--- src/rtl/if_fetch_unit_pkg.sv ---
// -----------------------------------------------------------------------------
// if_fetch_unit_pkg
//   Shared definitions for the IF-stage fetch engine.
//   - INST_W / BYTE_W : instruction width and memory-port byte width.
//   - if_state_e      : 2-bit fetch FSM encoding (IDLE / BUSY / HOLD).
//   - is_misaligned() : word-alignment test on the low PC bits, used only
//                       when FETCH_MISALIGN_TRAP_EN is defined.
// -----------------------------------------------------------------------------
package if_fetch_unit_pkg;

    localparam int INST_W = 32;
    localparam int BYTE_W = 8;

    typedef enum logic [1:0] {
        IF_IDLE = 2'b00,
        IF_BUSY = 2'b01,
        IF_HOLD = 2'b10
    } if_state_e;

    // A fetch address is word aligned when its two low bits are zero.
    function automatic logic is_misaligned(input logic [1:0] low_bits);
        return (low_bits != 2'b00);
    endfunction

endpackage

--- src/rtl/if_fetch_unit.sv ---
// -----------------------------------------------------------------------------
// if_fetch_unit
//   IF-stage fetch engine. Latches the PC, reads one instruction over a
//   byte-wide req/ack memory port (one byte per acknowledged transfer,
//   little-endian assembly), and presents it to the IF/ID latch. stallreq_if
//   stays high until the instruction is complete so PC and IF/ID wait for it.
//   A branch redirect (br) aborts any fetch in flight so the redirected PC is
//   fetched next.
//
// Parameters
//   ADDR_W          address width
//   BYTES_PER_INST  bytes per instruction (4 for RV32I)
//
// Ports
//   clk            in   clock, rising edge
//   rst            in   synchronous reset, active-high
//   pc             in   current PC from the PC register
//   br             in   branch redirect / flush from EX
//   id_stall       in   downstream stall; inst must be held while high
//   mem_req        out  byte read request
//   mem_addr       out  byte address of the current request
//   mem_ack        in   memory returned mem_rdata this cycle
//   mem_rdata      in   returned byte
//   inst           out  assembled instruction, little-endian
//   inst_valid     out  inst is complete and valid
//   inst_misalign  out  misaligned-fetch flag
//   stallreq_if    out  stall request to the stall controller (stall[0])
//
// Configuration
//   FETCH_MISALIGN_TRAP_EN : when defined, a PC with pc[1:0]!=0 skips the bus
//     entirely and is reported in HOLD with inst=0 and inst_misalign=1.
//     When undefined, inst_misalign is always 0 and unaligned PCs are fetched
//     byte by byte starting at the latched address.
// -----------------------------------------------------------------------------
module if_fetch_unit
    import if_fetch_unit_pkg::*;
#(
    parameter int ADDR_W         = 32,
    parameter int BYTES_PER_INST = 4
) (
    input  logic              clk,
    input  logic              rst,
    input  logic [ADDR_W-1:0] pc,
    input  logic              br,
    input  logic              id_stall,
    output logic              mem_req,
    output logic [ADDR_W-1:0] mem_addr,
    input  logic              mem_ack,
    input  logic [7:0]        mem_rdata,
    output logic [31:0]       inst,
    output logic              inst_valid,
    output logic              inst_misalign,
    output logic              stallreq_if
);

    localparam int CNT_W = (BYTES_PER_INST > 1) ? $clog2(BYTES_PER_INST) : 1;
    localparam logic [CNT_W-1:0] LAST_CNT = CNT_W'(BYTES_PER_INST - 1);

    if_state_e         state;
    logic [ADDR_W-1:0] addr_q;
    logic [CNT_W-1:0]  cnt;
    logic [INST_W-1:0] inst_buf;
    logic [INST_W-1:0] buf_next;
    logic              misalign_q;
    logic              pc_misaligned;

    // Drop one byte into its little-endian lane of the assembly buffer.
    function automatic logic [INST_W-1:0] put_byte(
        input logic [INST_W-1:0] word,
        input logic [CNT_W-1:0]  lane,
        input logic [7:0]        data
    );
        logic [INST_W-1:0] r;
        int unsigned       sh;
        r  = word;
        sh = BYTE_W * int'(lane);
        r[sh +: BYTE_W] = data;
        return r;
    endfunction

`ifdef FETCH_MISALIGN_TRAP_EN
    assign pc_misaligned = is_misaligned(pc[1:0]);
`else
    assign pc_misaligned = 1'b0;
`endif

    // Buffer contents including the byte arriving this cycle; the last byte
    // goes straight into inst so the instruction is visible on HOLD entry.
    assign buf_next = put_byte(inst_buf, cnt, mem_rdata);

    // Address arithmetic wraps naturally at 2^ADDR_W.
    assign mem_addr      = addr_q + ADDR_W'(cnt);
    assign inst_misalign = misalign_q;

    always_ff @(posedge clk) begin
        if (rst) begin
            state       <= IF_IDLE;
            cnt         <= '0;
            addr_q      <= '0;
            inst_buf    <= '0;
            inst        <= '0;
            inst_valid  <= 1'b0;
            misalign_q  <= 1'b0;
            mem_req     <= 1'b0;
            stallreq_if <= 1'b1;
        end else if (br) begin
            // Redirect beats everything: any same-cycle ack is discarded and
            // the request is withdrawn on this edge.
            state       <= IF_IDLE;
            cnt         <= '0;
            inst_valid  <= 1'b0;
            misalign_q  <= 1'b0;
            mem_req     <= 1'b0;
            stallreq_if <= 1'b1;
        end else begin
            case (state)
                IF_IDLE: begin
                    addr_q   <= pc;
                    cnt      <= '0;
                    inst_buf <= '0;
                    if (pc_misaligned) begin
                        state       <= IF_HOLD;
                        inst        <= '0;
                        inst_valid  <= 1'b1;
                        misalign_q  <= 1'b1;
                        mem_req     <= 1'b0;
                        stallreq_if <= 1'b0;
                    end else begin
                        state       <= IF_BUSY;
                        mem_req     <= 1'b1;
                        stallreq_if <= 1'b1;
                    end
                end

                IF_BUSY: begin
                    if (mem_ack) begin
                        inst_buf <= buf_next;
                        cnt      <= cnt + 1'b1;
                        if (cnt == LAST_CNT) begin
                            state       <= IF_HOLD;
                            inst        <= buf_next[31:0];
                            inst_valid  <= 1'b1;
                            mem_req     <= 1'b0;
                            stallreq_if <= 1'b0;
                        end
                    end
                end

                IF_HOLD: begin
                    // PC advances on the same edge that releases HOLD.
                    if (!id_stall) begin
                        state       <= IF_IDLE;
                        inst_valid  <= 1'b0;
                        misalign_q  <= 1'b0;
                        stallreq_if <= 1'b1;
                    end
                end

                default: begin
                    state       <= IF_IDLE;
                    cnt         <= '0;
                    inst_valid  <= 1'b0;
                    misalign_q  <= 1'b0;
                    mem_req     <= 1'b0;
                    stallreq_if <= 1'b1;
                end
            endcase
        end
    end

endmodule
--- config.mk ---
export PLATFORM = sky130hd
export DESIGN_NAME = if_fetch_unit
export DESIGN_NICKNAME = d
export VERILOG_FILES = /design/src/rtl/if_fetch_unit_pkg.sv /design/src/rtl/if_fetch_unit.sv
export SDC_FILE = /design/constraint.sdc
export NUM_CORES = 1
export LEC_CHECK = 0
export BUFFER_PORTS_ARGS = -buffer_cell sky130_fd_sc_hd__buf_2
export CORE_AREA = 2 2 149 78
export DETAILED_ROUTE_END_ITERATION = 10
export DIE_AREA = 0 0 151 80
export PLACE_DENSITY = 0.68
export SYNTH_ARGS = -nofsm -noshare
export SYNTH_HDL_FRONTEND = slang
export SYNTH_SLANG_ARGS = --single-unit
--- constraint.sdc ---
create_clock -name clk -period 3.3 [get_ports clk]
set_clock_uncertainty 0.05 [all_clocks]
set_input_delay 0 -clock clk [delete_from_list [all_inputs] [get_ports clk]]
set_output_delay 0 -clock clk [all_outputs]
set_load 0.01 [all_outputs]
; ---- Yosys cells after proc, flatten, opt, wreduce, memory -nomap -nowiden
; Cells that the tools add are included.
[word_totals]
regBits = 104
inputBits = 45
output_inout_bits = 68
word_cells = 55
[classes]
add_sub_neg = 3
n_eq_ne = 6
n_shift = 2
n_mux = 19
bitwise_logic = 4
n_reduce_logical = 12
[ops]
columns = op, n
row1 = 32-bit case mux with 2 select lines, 1
row2 = 5-bit negator with 34-bit output, 1
row3 = "8-bit by 34-bit variable shift with 32-bit output, first input constant", 1
row4 = 8-bit by 34-bit indexed part select with 32-bit output, 1
row5 = 32-bit by 2-bit adder with 32-bit output, 1
row6 = 32-bit bitwise mux, 1
row7 = 32-bit 2-to-1 mux, 1
row8 = 3-bit AND reduction, 3
row9 = 2-bit 2-to-1 mux, 4
row10 = 4-bit AND reduction, 2
row11 = 1-bit 2-to-1 mux, 6
row12 = "2-bit != test, second input constant", 3
row13 = 1-bit case mux with 3 select lines, 2
row14 = 2-bit case mux with 3 select lines, 1
row15 = 2-bit AND reduction, 3
row16 = "2-bit == test, second input constant", 2
row17 = 1-bit NOT, 4
row18 = 1-bit case mux with 2 select lines, 2
row19 = 2-bit case mux with 2 select lines, 1
row20 = 2-bit OR reduction, 2
row21 = "2-bit by 1-bit adder with 2-bit output, second input constant", 1
row22 = "2-bit by 1-bit == test with 1-bit output, second input constant", 1
row23 = 2-bit zero test, 1
row24 = 2-bit nonzero test, 1

; ---- Depth between registers and ports, before layout
; Gate-level depths: netlist (run 1).
[depth]
depth_word = 5
depth_mapped = 7
depth_no_buf = 7

; ---- Worst setup path before layout (run 1)
; OpenSTA, ideal clock, no wires.
[synth_path]
path_kind = flip-flop to output port
startpoint = reg cnt[0]
endpoint = out mem_addr[30]
t_arrival_ps = 2168
required_ps = 3250
setup_slack_ps = 1082
path_stages_with_launch = 8
n_path_buf = 0
cell_sequence = dfxtp_1 ha_1 inv_1 fa_1 and4b_1 nand4_2 nor4_1 xor2_1
[synth_between]
elab_chain_len = 1
[synth_rtl]
columns = element, line
row1 = "start, declared", if_fetch_unit.sv:61  ; logic [CNT_W-1:0] cnt;
row2 = "start signal, assigned", if_fetch_unit.sv:138  ; cnt <= cnt + 1'b1;
row3 = 32-bit by 2-bit adder with 32-bit output, if_fetch_unit.sv:92  ; assign mem_addr = addr_q + ADDR_W'(cnt);
row4 = "end, declared", if_fetch_unit.sv:47  ; output logic [ADDR_W-1:0] mem_addr,
; Every way passes these cells.

; ---- Final worst setup path (run 1)
[layout_path]
startpoint = reg cnt[0]
endpoint = out mem_addr[28]
; The elaborated chain is that of the path after synthesis.

==> results of run 1 <==
## final timing paths
kind	from	to	slack, ns	cells after the start
worst max-delay path	cnt[0]	mem_addr[28]	0.33	8
worst min-delay path	mem_rdata[1]	inst_buf[17]	0.02	3
worst max register to register	cnt[0]	inst[20]	0.96	6
worst min register to register	inst[5]	inst[5]	0.40	2
## cells in the final DEF, fill, tap and decap left out, types with 2 or more instances in the layout
| cell | Yosys | routed |
|---|---|---|
| sky130_fd_sc_hd__xnor2_1 | 12 | 12 |
| sky130_fd_sc_hd__clkbuf_8 | 0 | 2 |
| sky130_fd_sc_hd__nor2b_1 | 3 | 3 |
| sky130_fd_sc_hd__and4b_1 | 2 | 2 |
| sky130_fd_sc_hd__a22oi_1 | 34 | 34 |
| sky130_fd_sc_hd__clkbuf_16 | 0 | 9 |
| sky130_fd_sc_hd__buf_4 | 2 | 8 |
| sky130_fd_sc_hd__nor3_1 | 14 | 13 |
| sky130_fd_sc_hd__or3_1 | 2 | 2 |
| sky130_fd_sc_hd__and2_1 | 2 | 2 |
| sky130_fd_sc_hd__buf_2 | 6 | 111 |
| sky130_fd_sc_hd__nor2_1 | 53 | 53 |
| sky130_fd_sc_hd__clkinv_2 | 0 | 2 |
| sky130_fd_sc_hd__nor4bb_1 | 2 | 2 |
| sky130_fd_sc_hd__inv_1 | 17 | 17 |
| sky130_fd_sc_hd__or2_2 | 2 | 2 |
| sky130_fd_sc_hd__dlygate4sd3_1 | 0 | 36 |
| sky130_fd_sc_hd__nand3_1 | 9 | 9 |
| sky130_fd_sc_hd__nor4_1 | 3 | 3 |
| sky130_fd_sc_hd__a22o_1 | 24 | 24 |
| sky130_fd_sc_hd__dfxtp_1 | 103 | 103 |
| sky130_fd_sc_hd__nor3_2 | 2 | 3 |
| sky130_fd_sc_hd__and4_1 | 4 | 4 |
| sky130_fd_sc_hd__a221oi_1 | 8 | 8 |
| sky130_fd_sc_hd__nand2_1 | 128 | 128 |
| sky130_fd_sc_hd__a21oi_1 | 59 | 59 |
| sky130_fd_sc_hd__and3_1 | 2 | 2 |
| sky130_fd_sc_hd__xor2_1 | 19 | 19 |
| sky130_fd_sc_hd__nor4_2 | 5 | 5 |
| sky130_fd_sc_hd__ha_1 | 8 | 8 |
## through the flow
step / total power [mW] / setup slack (ns) / util
final: 2.54 / 0.326 / 0.559
after global routing: 2.64 / 0.102 / 0.559
after CTS: 2.56 / 0.345 / 0.559
after detailed placement: 1.52 / 0.715 / 0.499
after global placement: 1.52 / 0.802 / 0.499
after floorplan: 1.43 / 1.08 / -
## layout make-up
class	count	area (sq um)
fill	1001	4730
multi-input combinational	415	2440
sequential	103	2060
timing repair buffer	155	976
clock buffer	12	256
tap	145	181
inverter	18	67.6
clock inverter	4	27.5
## cell families (layout without fill, tap and decap cells)
kind of cell	after synthesis	after routing	synth area share
muxes	1	1	0.00211
DFF	103	103	0.436
AOI/OAI and AO/OA	130	130	0.184
xor gates and xnor gates	31	31	0.0573
adders and majority gates	9	9	0.0254
and+or+nand+nor	243	243	0.244
other	1	1	0.000792
buffers and inverters	58	189	0.0507
## power breakdown
group          switching [mW]  internal [mW]  total [mW]
logic                   0.130          0.103       0.233
clock network           0.455          0.555        1.01
registers              0.0301           1.27        1.30
total                   0.615           1.93        2.54
## per-layer routing
| layer | wire length, um | global-route usage | up-vias |
|---|---|---|---|
| met5 | 0 | 0 | - |
| met4 | 136 | 0.0551 | 0 |
| li1 | - | - | 2237 |
| met1 | 6950 | 0.328 | 2141 |
| met3 | 767 | 0.0491 | 18 |
| met2 | 5560 | 0.330 | 151 |
## flip-flops by register name, summed over array words and instances, names as in the netlist
signal,flops
cnt,2
state,2
inst_buf,32
inst,32
addr_q,32
mem_req,1
stallreq_if,1
inst_valid,1
## synth_stat cells, types with 3 or more instances
cell type and n:
sky130_fd_sc_hd__nor2_1 53, sky130_fd_sc_hd__a221oi_1 8, sky130_fd_sc_hd__xnor2_1 12, sky130_fd_sc_hd__a22o_1 24, sky130_fd_sc_hd__inv_1 17, sky130_fd_sc_hd__buf_1 3
sky130_fd_sc_hd__nand2_1 128, sky130_fd_sc_hd__clkbuf_1 28, sky130_fd_sc_hd__nor2b_1 3, sky130_fd_sc_hd__a22oi_1 34, sky130_fd_sc_hd__a21oi_1 59, sky130_fd_sc_hd__ha_1 8
sky130_fd_sc_hd__and4_1 4, sky130_fd_sc_hd__nor4_1 3, sky130_fd_sc_hd__nor4_2 5, sky130_fd_sc_hd__xor2_1 19, sky130_fd_sc_hd__dfxtp_1 103, sky130_fd_sc_hd__nor3_1 14
sky130_fd_sc_hd__buf_2 6, sky130_fd_sc_hd__nand3_1 9
## worst reg2reg max path, cell delays in order, from the launching register on
cell                       delay [ns]
sky130_fd_sc_hd__dfxtp_1         0.55
sky130_fd_sc_hd__inv_1           0.15
sky130_fd_sc_hd__ha_1            0.38
sky130_fd_sc_hd__nor4b_1         0.38
sky130_fd_sc_hd__and2_1          0.39
sky130_fd_sc_hd__a221oi_1        0.15
sky130_fd_sc_hd__nor3_1          0.22
==> impl_metrics.xml, run 1 <==
<?xml version="1.0" encoding="UTF-8"?>
<metrics>
  <group name="worst_hold_path">
    <metric name="hold_class" unit="">in2reg</metric>
  </group>
  <group name="worst_setup_path">
    <metric name="setup.worst_path.class" unit="">reg2out</metric>
    <metric name="worstPathBufferInverterCount" unit="">2</metric>
    <metric name="setup_crit_start_kind" unit="">flip-flop</metric>
    <metric name="critPathRequiredTime" unit="ns">3.25</metric>
    <metric name="signal_arrival_time_at_the_worst_endpoint" unit="ns">2.92</metric>
    <metric name="crit_path_max_incr_delay" unit="ns">0.55</metric>
    <metric name="critical_path.slowest_cell" unit="">sky130_fd_sc_hd__dfxtp_1</metric>
    <metric name="cp_max_fo" unit="">11</metric>
    <metric name="cp_cell_sequence" unit="">ha_1 -&gt; inv_1 -&gt; fa_1 -&gt; and4b_1 -&gt; nand4_2 -&gt; nor3_1 -&gt; xor2_1 -&gt; buf_2</metric>
    <metric name="worstSetupEndpointType" unit="">primary output</metric>
    <metric name="crit_family" unit="">simple AND/OR/NAND/NOR gates</metric>
  </group>
  <group name="sta">
    <metric name="final.hold.worst_slack" unit="ns">0.0183</metric>
    <metric name="finalSetupTns" unit="ns">0</metric>
    <metric name="unrepaired_setup_endpoints_after_global_routing" unit="">false</metric>
    <metric name="max_slew.worst_pin.slew" unit="ns">1.09</metric>
    <metric name="maxSlewViolCount" unit="">0</metric>
    <metric name="setup_viol" unit="">0</metric>
    <metric name="maximum_operating_frequency" unit="MHz">336</metric>
    <metric name="period_share" unit="">0.901</metric>
    <metric name="max-slew-margin-rel" unit="">0.272</metric>
    <metric name="finalWorstPathRequiredPeriod" unit="ns">2.97</metric>
    <metric name="number_of_endpoints_with_negative_hold_slack_in_the_final_report" unit="">0</metric>
  </group>
  <group name="synth">
    <metric name="synth.ff_latch_count" unit="">103</metric>
    <metric name="netlist.top_cell.by_area" unit="">sky130_fd_sc_hd__dfxtp_1</metric>
    <metric name="synth.yosys.seq_area_share" unit="">0.436</metric>
    <metric name="synthDistinctLibCells" unit="">48</metric>
    <metric name="synth_edf_count" unit="">0</metric>
    <metric name="cells_after_synthesis" unit="">576</metric>
    <metric name="mappedNetlistNets" unit="">630</metric>
    <metric name="synth_area_per_cell" unit="sq um">8.22</metric>
    <metric name="ys_async_sr_fraction" unit="">0</metric>
    <metric name="synth-warning-count" unit="">0</metric>
    <metric name="synthTopCellsByArea" unit="">sky130_fd_sc_hd__dfxtp_1, sky130_fd_sc_hd__nand2_1, sky130_fd_sc_hd__a21oi_1</metric>
    <metric name="post-synth-top-area-fraction" unit="">0.436</metric>
    <metric name="synth_flop_cell" unit="">sky130_fd_sc_hd__dfxtp_1</metric>
    <metric name="mappedNetlistArea" unit="sq um">4730</metric>
  </group>
  <group name="clocking">
    <metric name="clock-sinks" unit="">103</metric>
    <metric name="post_cts_buffers" unit="">0</metric>
    <metric name="ctsResizeCount" unit="">0</metric>
    <metric name="ctsHtreeMaxLevel" unit="">3</metric>
    <metric name="clock_slew_at_reported_path_ffs" unit="ns">0.07</metric>
    <metric name="post_cts_hold_buffer_count" unit="">36</metric>
    <metric name="clockBufferDepth" unit="">2</metric>
    <metric name="clock_latency" unit="ns">0.33</metric>
    <metric name="clock_tree_from_tritoncts" unit="">yes</metric>
    <metric name="clock-root-buffer" unit="">sky130_fd_sc_hd__clkbuf_16</metric>
    <metric name="cts_made_buffers" unit="">9</metric>
  </group>
  <group name="cells_and_area">
    <metric name="post_route_cells_drive_above_1_share" unit="">0.212</metric>
    <metric name="final_nets" unit="">756</metric>
    <metric name="num_antenna_cells" unit="">0</metric>
    <metric name="area.growth.synth_to_final" unit="%">26.9</metric>
    <metric name="finalInstanceArea" unit="sq um">6010</metric>
    <metric name="instances_no_fill" unit="">852</metric>
  </group>
  <group name="pwr">
    <metric name="cellLeakagePower" unit="nW">2.58</metric>
    <metric name="vdd_drop_max" unit="mV">0.262</metric>
    <metric name="power_per_cell_area" unit="nW/um^2">423</metric>
  </group>
  <group name="global_route">
    <metric name="first_pass_grt_wire_length" unit="mm">21.2</metric>
    <metric name="pin_count_of_the_biggest_net_entering_global_routing" unit="">53</metric>
    <metric name="global_route.usage.total" unit="">0.223</metric>
    <metric name="overflow" unit="">0</metric>
    <metric name="antenna_found_initial" unit="">0</metric>
    <metric name="grt_pass1_vias" unit="">4263</metric>
  </group>
  <group name="detailed_routing">
    <metric name="dr_total_vias" unit="">4547</metric>
    <metric name="route.final.wire_length" unit="mm">13.4</metric>
    <metric name="detail_route.vias_per_cell" unit="">5.34</metric>
    <metric name="drt-initial-drc-count" unit="">298</metric>
    <metric name="drt_first_pass_iters" unit="">5</metric>
    <metric name="drtAntennaViolNets" unit="">0</metric>
    <metric name="drt_drc_violations_left" unit="">0</metric>
    <metric name="detail_route.wl_per_cell" unit="um">15.7</metric>
  </group>
  <group name="floorplan">
    <metric name="design.portCount" unit="">113</metric>
    <metric name="placeableCoreArea" unit="sq um">10700</metric>
    <metric name="die_height" unit="um">80</metric>
    <metric name="design.die.area" unit="sq um">12100</metric>
    <metric name="chipWidth" unit="um">151</metric>
    <metric name="initial_core_util" unit="">0.441</metric>
    <metric name="number_of_core_rows" unit="">27</metric>
  </group>
  <group name="placed_design">
    <metric name="global_placer_s_final_weighted_congestion" unit="">0.814</metric>
    <metric name="post-dp-hpwl" unit="mm">9.43</metric>
    <metric name="placed_cells_incl_taps" unit="">800</metric>
    <metric name="area_after_dpl" unit="sq um">5360</metric>
    <metric name="place.port_buffers" unit="">111</metric>
  </group>
  <group name="status">
    <metric name="outcome" unit="">completed</metric>
  </group>
  <group name="job">
    <metric name="maxCapViolCount" unit="">0</metric>
  </group>
</metrics>
(Power assumes the default switching activity.)
==> inputs of run 2 (changes only) <==
--- a/config.mk
+++ b/config.mk
@@ -6,10 +6,10 @@
 export NUM_CORES = 1
 export LEC_CHECK = 0
 export BUFFER_PORTS_ARGS = -buffer_cell sky130_fd_sc_hd__buf_2
-export CORE_AREA = 2 2 149 78
+export CORE_AREA = 2 2 131 69
 export DETAILED_ROUTE_END_ITERATION = 10
-export DIE_AREA = 0 0 151 80
-export PLACE_DENSITY = 0.68
+export DIE_AREA = 0 0 133 71
+export PLACE_DENSITY = 0.85
 export SYNTH_ARGS = -nofsm -noshare
 export SYNTH_HDL_FRONTEND = slang
 export SYNTH_SLANG_ARGS = --single-unit
==> run 2 against run 1 <==
  * Final area grew 0.77%
  * Worst hold slack gained 0.0072 ns
  * Utilization grew 16 points
  * Non-clock buffer count grew 2
  * Fmax shrank 5.8%
  * Global-route usage grew 6.5 points
  * Combinational power is essentially flat
  * Sequential cell count is the same
  * Register-to-register slack gained 0.02 ns
  * First-iteration DRC count grew 51%
  * Critical path depth is the same
  * Largest power group unchanged
  * Highest routed layer unchanged
==> impl_metrics.xml, run 2 (same netlist as run 1, synthesis figures left out) <==
<?xml version="1.0" encoding="UTF-8"?>
<metrics>
  <group name="global_route">
    <metric name="first_pass_grt_wire_length" unit="mm">21.8</metric>
    <metric name="antenna_found_initial" unit="">0</metric>
    <metric name="overflow" unit="">0</metric>
    <metric name="global_route.usage.total" unit="">0.288</metric>
    <metric name="grt_pass1_vias" unit="">4586</metric>
    <metric name="pin_count_of_the_biggest_net_entering_global_routing" unit="">65</metric>
  </group>
  <group name="cells_and_area">
    <metric name="sequential_cell_area" unit="sq um">2060</metric>
    <metric name="num_antenna_cells" unit="">0</metric>
    <metric name="final_nets" unit="">758</metric>
    <metric name="mostFrequentLayoutCells" unit="">sky130_fd_sc_hd__nand2_1, sky130_fd_sc_hd__buf_2, sky130_fd_sc_hd__dfxtp_1</metric>
    <metric name="final_util" unit="">0.723</metric>
    <metric name="finalInstanceArea" unit="sq um">6050</metric>
    <metric name="reg_top3" unit="">addr_q: 32 flops, inst: 32 flops, inst_buf: 32 flops</metric>
    <metric name="post_route_cells_drive_above_1_share" unit="">0.212</metric>
    <metric name="area.growth.synth_to_final" unit="%">27.9</metric>
    <metric name="nFillCells" unit="">669</metric>
    <metric name="final_common_cell" unit="">sky130_fd_sc_hd__nand2_1</metric>
    <metric name="multiInputGateArea" unit="sq um">2440</metric>
  </group>
  <group name="sta">
    <metric name="setup_viol" unit="">0</metric>
    <metric name="maximum_operating_frequency" unit="MHz">317</metric>
    <metric name="number_of_endpoints_with_negative_hold_slack_in_the_final_report" unit="">0</metric>
    <metric name="finalWorstPathRequiredPeriod" unit="ns">3.16</metric>
    <metric name="unrepaired_setup_endpoints_after_global_routing" unit="">false</metric>
    <metric name="max_slew.worst_pin.slew" unit="ns">1.16</metric>
    <metric name="max-slew-margin-rel" unit="">0.225</metric>
    <metric name="finalSetupTns" unit="ns">0</metric>
    <metric name="period_share" unit="">0.956</metric>
    <metric name="maxSlewViolCount" unit="">0</metric>
  </group>
  <group name="placed_design">
    <metric name="post-dp-hpwl" unit="mm">9.03</metric>
    <metric name="place.port_buffers" unit="">111</metric>
    <metric name="area_after_dpl" unit="sq um">5320</metric>
    <metric name="global_placer_s_final_weighted_congestion" unit="">0.895</metric>
  </group>
  <group name="detailed_routing">
    <metric name="route.final.wire_length" unit="mm">13.1</metric>
    <metric name="drt-initial-drc-count" unit="">450</metric>
    <metric name="detail_route.wl_per_cell" unit="um">15.9</metric>
    <metric name="met3_wirelength" unit="mm">1.19</metric>
    <metric name="detail_route.vias_per_cell" unit="">5.65</metric>
    <metric name="route.top_layer_used" unit="">met4</metric>
    <metric name="dr_total_vias" unit="">4663</metric>
    <metric name="wl_met2" unit="mm">5.79</metric>
    <metric name="wl_met1" unit="mm">5.87</metric>
    <metric name="drtAntennaViolNets" unit="">0</metric>
    <metric name="drt_first_pass_iters" unit="">5</metric>
    <metric name="drt_drc_violations_left" unit="">0</metric>
  </group>
  <group name="clocking">
    <metric name="clock_latency" unit="ns">0.34</metric>
    <metric name="clock-root-buffer" unit="">sky130_fd_sc_hd__clkbuf_16</metric>
    <metric name="clockBufferDepth" unit="">2</metric>
    <metric name="clock_tree_from_tritoncts" unit="">yes</metric>
    <metric name="ctsResizeCount" unit="">0</metric>
    <metric name="cts_made_buffers" unit="">9</metric>
    <metric name="post_cts_buffers" unit="">0</metric>
    <metric name="clock-sinks" unit="">103</metric>
    <metric name="clock_slew_at_reported_path_ffs" unit="ns">0.07</metric>
    <metric name="ctsHtreeMaxLevel" unit="">3</metric>
    <metric name="post_cts_hold_buffer_count" unit="">39</metric>
  </group>
  <group name="floorplan">
    <metric name="die_height" unit="um">71</metric>
    <metric name="number_of_core_rows" unit="">24</metric>
    <metric name="design.portCount" unit="">113</metric>
    <metric name="chipWidth" unit="um">133</metric>
    <metric name="design.die.area" unit="sq um">9440</metric>
    <metric name="placeableCoreArea" unit="sq um">8380</metric>
    <metric name="initial_core_util" unit="">0.565</metric>
  </group>
  <group name="job">
    <metric name="maxCapViolCount" unit="">0</metric>
  </group>
  <group name="pwr">
    <metric name="cellLeakagePower" unit="nW">2.62</metric>
    <metric name="power_per_cell_area" unit="nW/um^2">452</metric>
    <metric name="vdd_drop_max" unit="mV">0.277</metric>
    <metric name="total_power_consumption" unit="mW">2.74</metric>
  </group>
  <group name="worst_hold_path">
    <metric name="hold_class" unit="">in2reg</metric>
    <metric name="min_from" unit="">id_stall</metric>
  </group>
  <group name="worst_setup_path">
    <metric name="r2r_start" unit="">cnt[0]</metric>
    <metric name="setup_crit_start_kind" unit="">flip-flop</metric>
    <metric name="cp_max_fo" unit="">11</metric>
    <metric name="worstSetupStartpoint" unit="">cnt[0]</metric>
    <metric name="critPathRequiredTime" unit="ns">3.25</metric>
    <metric name="critical_path.slowest_cell" unit="">sky130_fd_sc_hd__dfxtp_1</metric>
    <metric name="crit_path_max_incr_delay" unit="ns">0.55</metric>
    <metric name="setup.worst_path.class" unit="">reg2out</metric>
    <metric name="signal_arrival_time_at_the_worst_endpoint" unit="ns">3.11</metric>
    <metric name="worstSetupEndpointType" unit="">primary output</metric>
    <metric name="cp_cell_sequence" unit="">ha_1 -&gt; inv_1 -&gt; fa_1 -&gt; and4b_1 -&gt; nand4_2 -&gt; nor4_1 -&gt; xor2_1 -&gt; buf_2</metric>
  </group>
  <group name="status">
    <metric name="outcome" unit="">completed</metric>
  </group>
</metrics>
-- run 2: area by class of cell --
class	count	share of cell area
Tap cell	117	0.0242
Sequential cell	103	0.341
Clock inverter	7	0.0194
Timing Repair Buffer	157	0.165
Multi-Input combinational cell	415	0.403
Inverter	18	0.0112
Clock buffer	9	0.0372
-- run 2: routing by layer --
metal  up-vias  track usage
li1       2226            -
met3        30       0.0731
met5         -            0
met4         0        0.102
met2       226        0.440
met1      2181        0.398
-- run 2: metrics by stage --
step	hold WS [ns]	worst slack (ns)	instances
floorplan	0.0860	1.08	576
global placement	0.192	0.851	771
detailed placement	0.195	0.699	771
CTS	0.0130	0.308	826
global route	0.0202	0.0130	826
finish	0.0255	0.144	826
-- run 2: power breakdown --
part | internal (mW) | leakage, nW | switching [mW] | total, mW
logic | 0.104 | 1.61 | 0.132 | 0.236
clock network | 0.744 | 0.170 | 0.461 | 1.21
registers | 1.27 | 0.835 | 0.0294 | 1.30
total | 2.12 | 2.62 | 0.623 | 2.74
-- run 2: worst max-delay path: cells and delay by family (launching register included) --
| family | cells | cell delay [ns] |
|---|---|---|
| DFF | 1 | 0.55 |
| adders and majority gates | 2 | 0.66 |
| and+or+nand+nor | 3 | 1.17 |
| xor gates and xnor gates | 1 | 0.18 |
| buffers and inverters | 2 | 0.20 |
-- run 2: path summary, 6_finish.rpt --
kind / slack [ns] / to / depth (start not counted)
worst max-delay path: 0.14 / mem_addr[22] / 8
worst min-delay path: 0.03 / inst_valid / 4
worst max register to register: 0.98 / inst[19] / 6
worst min register to register: 0.40 / inst[13] / 2
